**config.mk**
```make
export PLATFORM = sky130hd
export DESIGN_NAME = exp_decoder16_seq
export DESIGN_NICKNAME = d
export VERILOG_FILES = /design/src/rtl/exp_decoder16_seq.sv
export SDC_FILE = /design/constraint.sdc
export NUM_CORES = 1
export LEC_CHECK = 0
export ABC_AREA = 1
export BUFFER_PORTS_ARGS = -buffer_cell sky130_fd_sc_hd__buf_2
export CAP_MARGIN = 20
export CORE_ASPECT_RATIO = 0.9
export CORE_UTILIZATION = 53
export CTS_BUF_LIST = sky130_fd_sc_hd__clkbuf_8
export DETAILED_ROUTE_END_ITERATION = 10
export HOLD_SLACK_MARGIN = 0.03
export PLACE_DENSITY = 0.88
export SLEW_MARGIN = 10
export SYNTH_ARGS = -nofsm -noshare
export SYNTH_HDL_FRONTEND = slang
export SYNTH_SLANG_ARGS = --single-unit
```
**constraint.sdc**
```tcl
create_clock -name Clk -period 2.1 [get_ports Clk]
set_input_delay 0.42 -clock Clk [delete_from_list [all_inputs] [get_ports Clk]]
set_output_delay 0.42 -clock Clk [all_outputs]
set_load 0.1 [all_outputs]
```
**src/rtl/exp_decoder16_seq.sv**
```systemverilog
// ---------------------------------------------------------------------------
// exp_decoder16_seq
//
// Purpose:
//   Queued 4-to-16 one-hot decoder. Binary codes are pushed into a small
//   FIFO. An output sequencer pops them one at a time and presents each code
//   as a registered one-hot word for HOLD enabled cycles. Codes that are
//   already waiting are presented back-to-back, with no idle gap between
//   them.
//
// Parameters:
//   HOLD   cycles each one-hot word stays asserted (1..15)
//   DEPTH  number of queue entries (2, 4 or 8)
//
// Ports:
//   Clk         in   single clock, rising edge
//   Rst_n       in   asynchronous active-low reset
//   En          in   output-side enable; low freezes the sequencer
//   Din[3:0]    in   code to decode
//   Din_valid   in   Din holds a code offered for acceptance
//   Din_ready   out  queue has room (Count < DEPTH); combinational
//   Dout[15:0]  out  registered one-hot word, zero when idle
//   Dout_valid  out  Dout holds a live one-hot word
//   Count[3:0]  out  number of queued codes
//
// Sequencer states:
//   state    | meaning
//   ---------+-----------------------------------------------------------
//   S_IDLE   | Dout is zero; pop the head code as soon as En=1, Count>0
//   S_ACTIVE | Dout shows a code; hold_q counts remaining extra cycles
// ---------------------------------------------------------------------------
module exp_decoder16_seq #(
  parameter int unsigned HOLD  = 2,
  parameter int unsigned DEPTH = 4
) (
  input  logic        Clk,
  input  logic        Rst_n,
  input  logic        En,
  input  logic [3:0]  Din,
  input  logic        Din_valid,
  output logic        Din_ready,
  output logic [15:0] Dout,
  output logic        Dout_valid,
  output logic [3:0]  Count
);

  localparam int unsigned PW      = (DEPTH > 1) ? $clog2(DEPTH) : 1;
  localparam logic [3:0]  DEPTH_C = 4'(DEPTH);
  localparam logic [3:0]  HOLD_M1 = 4'(HOLD - 1);
  localparam logic [PW-1:0] PTR_ONE = PW'(1);

  typedef enum logic {
    S_IDLE,
    S_ACTIVE
  } state_t;

  // -------------------------------------------------------------------------
  // Registers
  // -------------------------------------------------------------------------
  state_t        state_q, state_d;
  logic [3:0]    hold_q, hold_d;
  logic [15:0]   dout_q, dout_d;
  logic          valid_q, valid_d;
  logic [3:0]    count_q, count_d;
  logic [PW-1:0] wptr_q, wptr_d;
  logic [PW-1:0] rptr_q, rptr_d;
  logic [3:0]    mem_q [DEPTH];

  logic          push;
  logic          pop;
  logic          load;
  logic [3:0]    head_code;

  // -------------------------------------------------------------------------
  // Queue side
  // -------------------------------------------------------------------------
  // Readiness looks only at the registered count, so a full queue refuses a
  // code even in a cycle where the sequencer is about to pop.
  assign Din_ready = (count_q < DEPTH_C);
  assign push      = Din_valid & Din_ready;
  assign head_code = mem_q[rptr_q];

  // DEPTH is a power of two, so the natural PW-bit wrap is the modulo.
  always_comb begin
    wptr_d = wptr_q;
    rptr_d = rptr_q;
    if (push) begin
      wptr_d = wptr_q + PTR_ONE;
    end
    if (pop) begin
      rptr_d = rptr_q + PTR_ONE;
    end
  end

  always_comb begin
    count_d = count_q;
    unique case ({push, pop})
      2'b10:   count_d = count_q + 4'd1;
      2'b01:   count_d = count_q - 4'd1;
      default: count_d = count_q;
    endcase
  end

  // Storage carries no reset: occupancy is tracked entirely by the pointers
  // and count, so stale entries are never visible.
  always_ff @(posedge Clk) begin
    if (push) begin
      mem_q[wptr_q] <= Din;
    end
  end

  // -------------------------------------------------------------------------
  // Output sequencer
  // -------------------------------------------------------------------------
  // The pop decision uses count_q, which excludes any code being written on
  // the same edge, so a freshly pushed code cannot bypass the queue.
  always_comb begin
    state_d = state_q;
    hold_d  = hold_q;
    dout_d  = dout_q;
    valid_d = valid_q;
    load    = 1'b0;

    if (En) begin
      unique case (state_q)
        S_IDLE: begin
          if (count_q != 4'd0) begin
            load = 1'b1;
          end
        end
        S_ACTIVE: begin
          if (hold_q != 4'd0) begin
            hold_d = hold_q - 4'd1;
          end else if (count_q != 4'd0) begin
            load = 1'b1;
          end else begin
            dout_d  = 16'd0;
            valid_d = 1'b0;
            state_d = S_IDLE;
          end
        end
        default: begin
          state_d = S_IDLE;
        end
      endcase
    end

    if (load) begin
      dout_d  = 16'd1 << head_code;
      valid_d = 1'b1;
      hold_d  = HOLD_M1;
      state_d = S_ACTIVE;
    end
  end

  assign pop = load;

  // -------------------------------------------------------------------------
  // State registers
  // -------------------------------------------------------------------------
  always_ff @(posedge Clk or negedge Rst_n) begin
    if (!Rst_n) begin
      state_q <= S_IDLE;
      hold_q  <= 4'd0;
      dout_q  <= 16'd0;
      valid_q <= 1'b0;
      count_q <= 4'd0;
      wptr_q  <= '0;
      rptr_q  <= '0;
    end else begin
      state_q <= state_d;
      hold_q  <= hold_d;
      dout_q  <= dout_d;
      valid_q <= valid_d;
      count_q <= count_d;
      wptr_q  <= wptr_d;
      rptr_q  <= rptr_d;
    end
  end

  assign Dout       = dout_q;
  assign Dout_valid = valid_q;
  assign Count      = count_q;

endmodule

```
==> results of run 1 <==
## final timing paths
| check | start | to | slack, ns | cells past startpoint |
|---|---|---|---|---|
| hold / removal | Rst_n | Dout[1] | 0.16 | 1 |
| min in group Clk | Din[0] | mem_q[0][0] | 0.35 | 1 |
| setup reg to reg | hold_q[0] | Count[2] | 0.14 | 13 |
| setup / recovery | hold_q[0] | Count[2] | 0.14 | 13 |
| max in group asynchronous | Rst_n | Count[2] | 1.45 | 1 |
| hold reg to reg | Dout[14] | Dout[14] | 0.48 | 2 |
## layout by cell type (no fill, tap or decap)
cell type	n
xor2_1	5
dfrtp_2	2
inv_4	1
nor2_2	1
buf_4	3
ha_4	1
nand3_1	13
inv_1	25
o21ai_1	11
nor3_1	2
nor2_4	3
or2_4	1
buf_2	29
edfxtp_1	16
dfrtp_4	1
nor2_8	1
a31oi_1	1
nand2_1	73
nor2_1	9
clkbuf_8	5
nand4_1	2
nand2_2	2
ha_2	2
o211ai_4	1
bufinv_16	1
ha_1	5
xnor2_1	1
a21oi_1	1
inv_2	3
dfrtp_1	27
o21ai_2	2
o21ai_0	2
a21oi_2	1
o22ai_1	1
nand2_4	5
## what timing repair did
item	in CTS	in global routing
endpoints found under the setup margin	0	2
buffers inserted	0	2
gates resized for setup	0	5
## layout make-up
cell class / count / area [um2]
Timing Repair Buffer: 32 / 168
Clock inverter: 3 / 37.5
Fill cell: 308 / 1280
Tap cell: 46 / 57.6
Inverter: 27 / 104
Clock buffer: 5 / 68.8
Multi-Input combinational cell: 146 / 833
Sequential cell: 46 / 1240
## kinds of logic after synthesis
| kind of cell | synth area share [%] |
|---|---|
| xor+xnor | 2.46 |
| buf+inv | 5.81 |
| fa+ha+maj | 4.70 |
| flops | 57.7 |
| simple gates | 23.4 |
| compound gates | 5.93 |
## through the flow
step                      setup WS, ns  instances
after floorplan                 -0.452        221
after global placement           0.168        295
after detailed placement        0.0767        295
after CTS                       0.0658        303
after global routing           -0.0172        305
final                            0.140        305
## sequential cells by signal, indices dropped and copies added, names as in the netlist
name / cells
mem_q: 16
hold_q: 4
wptr_q: 2
Dout_valid: 1
Dout: 16
rptr_q: 2
state_q: 1
Count: 4
## per-layer routing
layer	GRT usage, %	up-vias
li1	-	783
met1	26.3	704
met2	31.4	26
met3	5.70	2
met4	6.89	0
met5	0	-
==> reports/metrics.yaml, run 1 <==
flow_run:
  maxCapViolations: 0
outcome:
  status: "finished, final reports clean"
route:
  drc: 0
  wl_met2_um: 1790
  vias_per_cell: 4.97
  ant_nets: 0
  wl_met1_um: 1720
  dr.pass1.iters: 4
  post_drt_wl_per_cell_um: 12.0
  routed_wl_um: 3670
  dr_total_vias: 1515
  highest_layer: "met4"
  drtIter0Drc: 87
  wl_met3_um: 141
critical_path:
  path_delay_family: "simple AND/OR/NAND/NOR gates"
  critPathMaxFanout: 4
  crit_type: "register to register"
  critical_path.slowest_cell: "dfrtp_1"
  crit_path_end_kind: "register"
  max_stage_delay_ns: 0.40
  crit_chain: "inv_1 > ha_2 > nand2_1 > nand2_2 > inv_4 > nor2_8 > ha_4 > nor2_4 > nor2_4 > ha_2 > a21oi_2 > or2_4 > a31oi_1"
  critPathRequiredTime_ns: 2.31
  path_buf_inv: 2
  start_kind: "register"
  cp.arrival_ns: 2.17
grt:
  gr-total-overflow: 0
  grt_max_degree: 31
  grt_usage_pct: 20.1
  grt_pass1_vias: 1533
  grt_pass1_wl_um: 6510
  antenna_found_initial: 0
synth:
  ys.flop_type: "dfrtp_1"
  synth_edf_count: 16
  netlist_area_um2: 2130
  avgSynthCellArea_um2: 9.65
  synth_cell_types: 26
  yosysMostFrequentCell: "nand2_1"
  yosys_warnings: 0
  async_flop_share_pct: 65.2
  yosysTopAreaCell: "dfrtp_1"
  syn_nets: 237
  synth_seq_area_share_pct: 57.7
  synthCells: 221
  synth_common_cells: "nand2_1 (76), dfrtp_1 (30), inv_1 (24)"
  ys_top_cells_by_area: "dfrtp_1 (35%), edfxtp_1 (23%), nand2_1 (13%), ha_1 (4.7%), inv_1 (4.2%)"
  synth_top_cell_area_share_pct: 35.2
  synth-seq-cells: 46
cts:
  htree_levels: 2
  path_clk_slew_ns: 0.08
  cts_tree: "yes"
  cts_buffer_depth: 2
  clock-sinks: 46
  cts_inserted_buffers: 5
  ctsHoldBuffers: 0
  clock_latency_ns: 0.29
  root_buffer: "clkbuf_8"
timing:
  setup_viol_count_final: 0
  holdWs_ns: 0.157
  min_period_over_period_pct: 93.4
  fin_setup_tns_ns: 0
  final_max_slew_viol_count: 0
  max_slew.worst_pin.slew_ns: 0.662
  fin_crit_ns: 1.96
  finalHoldViolations: 0
  fmax_mhz: 510
  relSlewSlack_pct: 55.9
  clock_skew_ns: 0.00895
layout:
  final_area_um2: 2510
  antennaDiodeCount: 0
  drive_above_1_share_pct: 25.1
  fin_nets: 274
  final_util_pct: 66.2
  syn_to_final_growth_pct: 17.5
place:
  dp_hpwl_um: 2700
  dpl_cell_area_um2: 2370
  port_buffers: 29
  gp_congestion: 0.808
floorplanning:
  die-area_um2: 4280
  rows: 21
  initial_utilization_pct: 56.3
  pin_count: 30
  die_h_um: 62.2
  die_w_um: 68.9
  core_area_um2: 3780
worst_hold_path:
  hold_path_class: "input pin to async pin"
Power of run 1 is left out: the tool's default activity adds up to more than one toggle a clock period on the data nets, which glitch-free logic cannot reach.
==> inputs of run 2 (changes only) <==
- CORE_MARGIN: default -> 5
- SETUP_SLACK_MARGIN: default -> 0.2
==> run 2 against run 1 <==
Against the previous run:
- critical path depth shrank 1
- count of clock-buffer cells in the layout is the same
- highest routed layer unchanged
- non-clock buffer count grew 8
- clock skew shrank 0.0010 ns
- register-to-register slack gained 0.02 ns
- setup slack gained 0.019 ns
- hold slack lost 0.024 ns
- cell area grew 3.8%
- core utilization grew 2.1 points
- sequential share of layout area shrank 1.8 points
- flip-flop and latch count is the same
==> reports/metrics.yaml, run 2 (synthesis results as in run 1) <==
outcome:
  status: "finished, final reports clean"
cts:
  root_buffer: "clkbuf_8"
  cts_inserted_buffers: 5  # unchanged
  clock-sinks: 46  # unchanged
  cts_tree: "yes"
  path_clk_slew_ns: 0.08  # about the same
  cts_buffer_depth: 2  # unchanged
  clock_latency_ns: 0.31  # +0.02 ns
  htree_levels: 2  # unchanged
route:
  post_drt_wl_per_cell_um: 13.7  # +14%
  vias_per_cell: 5.14  # +3.4%
  dr.pass1.iters: 4  # unchanged
  drc: 0  # unchanged
  drtIter0Drc: 100  # +15%
  ant_nets: 0  # unchanged
  routed_wl_um: 4300  # +17%
  dr_total_vias: 1608  # +6.1%
critical_path:
  rr_worst_depth: 12  # -1
  cp.arrival_ns: 2.17  # about the same
  critPathRequiredTime_ns: 2.33  # +0.02 ns
  max_stage_delay_ns: 0.49  # +0.09 ns
  crit-reg2reg-launch: "Count[2]"
  critPathMaxFanout: 4  # unchanged
  start_kind: "register"
  path_delay_family: "simple AND/OR/NAND/NOR gates"
  crit_type: "register to register"
  crit_top_cell: "nand2_4"
  r2r_slack_ns: 0.16  # +0.02 ns
  worstReg2RegEnd: "Count[2]"
  path_buf_inv: 1  # -1
  critical_path.slowest_cell: "dfrtp_4"
  crit_path_end_kind: "register"
  crit_chain: "nor2_4 > nand2_4 > nand2_4 > nor2_8 > ha_4 > nand2_4 > inv_2 > nor2_4 > ha_4 > a21oi_2 > or2_4 > a31oi_1"
timing:
  finalHoldViolations: 0  # unchanged
  fin_crit_ns: 1.94  # -0.0191 ns
  relSlewSlack_pct: 56.9  # +1.1 points
  holdWs_ns: 0.133  # -0.0239 ns
  min_period_over_period_pct: 92.4  # -0.91 points
  rsz0062_at_grt: "yes"
  fmax_mhz: 515  # +0.98%
  clock_skew_ns: 0.00794  # -0.00101 ns
  max_slew.worst_pin.slew_ns: 0.646  # -0.0158 ns
  setup_viol_count_final: 0  # unchanged
  final_max_slew_viol_count: 0  # unchanged
layout:
  n_fill_cell: 273  # -11%
  mostFrequentLayoutCell: "nand2_1"
  seq_area_um2: 1240  # +0.10%
  fin_nets: 282  # +2.9%
  antennaDiodeCount: 0  # unchanged
  mostFrequentLayoutCells: "nand2_1 (71), buf_2 (29), dfrtp_1 (26)"
  multi_input_area_um2: 893  # +7.2%
  drive_above_1_share_pct: 31.5  # +6.4 points
  syn_to_final_growth_pct: 22.1
worst_hold_path:
  hold_path_class: "input pin to async pin"
flow_run:
  maxCapViolations: 0  # unchanged
grt:
  grt_max_degree: 31  # unchanged
  grt_usage_pct: 16.3  # -3.8 points
  antenna_found_initial: 0  # unchanged
  grt_pass1_vias: 1538  # +0.33%
  gr-total-overflow: 0  # unchanged
  grt_pass1_wl_um: 7020  # +7.9%
floorplanning:
  die_w_um: 76.9  # +12%
  die_h_um: 70.2  # +13%
  core_area_um2: 3810  # +0.69%
  die-area_um2: 5390  # +26%
  initial_utilization_pct: 56.0  # -0.39 points
  rows: 21  # unchanged
  pin_count: 30  # unchanged
place:
  port_buffers: 29  # unchanged
  dp_hpwl_um: 2850  # +5.6%
  gp_congestion: 0.784  # -2.9%
run 2: cell count changes in the layout (fill, tap and decap cells not counted), moves of 2 or more:
cell | previous run | this run
buf_4 | 3 | 11
ha_4 | 1 | 3
inv_1 | 25 | 21
inv_2 | 3 | 6
nand2_1 | 73 | 71
nor2_1 | 9 | 6
nor2_4 | 3 | 6
run 2: layer usage:
layer	global-route usage, %	routed length [um]	share of wire (%)
met1	20.5	1850	43
met2	25.4	2080	48
met3	5.53	265	6.2
met4	6.99	108	2.5
met5	0	0	0
run 2: cell type report:
class                      count  share of cell area, %
sequential                    46                   47.6
multi-input combinational    146                   34.3
timing repair buffer          40                   8.75
inverter                      27                   3.99
clock buffer                   5                   2.64
tap                           46                   2.21
clock inverter                 3                  0.481
run 2: how the worst max path moves through the flow:
stage	depth (start not counted)	slack, ns	end	start
3_3_place_gp	14	0.17	Count[2]	hold_q[0]
2_1_floorplan	12	-0.45	Count[2]	Count[2]
4_1_cts	12	0.21	Count[2]	Count[2]
6_report	12	0.16	Count[2]	Count[2]
3_5_place_dp	14	0.09	Count[2]	hold_q[0]
5_1_grt	12	0.05	Count[2]	hold_q[3]
run 2: through the flow:
step           TNS [ns]  cells  area [um2]  setup WS [ns]  util [%]
6_report              0    313        2600          0.159      68.3
5_1_grt               0    313        2600         0.0524      68.3
4_1_cts               0    308        2530          0.206      66.4
3_5_place_dp          0    295        2400         0.0919      62.9
3_3_place_gp          0    295        2400          0.166      62.9
2_1_floorplan     -1.07    221        2210         -0.452         -
run 2: worst register-to-register path, cell delays in order (launching register included):
cell and delay (ns):
dfrtp_4 0.49, nor2_4 0.15, nand2_4 0.09, nand2_4 0.09, nor2_8 0.05, ha_4 0.18, nand2_4 0.06, inv_2 0.05
nor2_4 0.14, ha_4 0.14, a21oi_2 0.04, or2_4 0.23, a31oi_1 0.15
run 2: timing repair:
action,4_1_cts,5_1_grt
endpoints found under the hold margin,0,0
pin swaps,2,4
hold buffers,0,0
setup buffers,5,5
setup endpoints to repair,2,3
gates resized for setup,7,8
Power of run 2 is left out for the same reason.
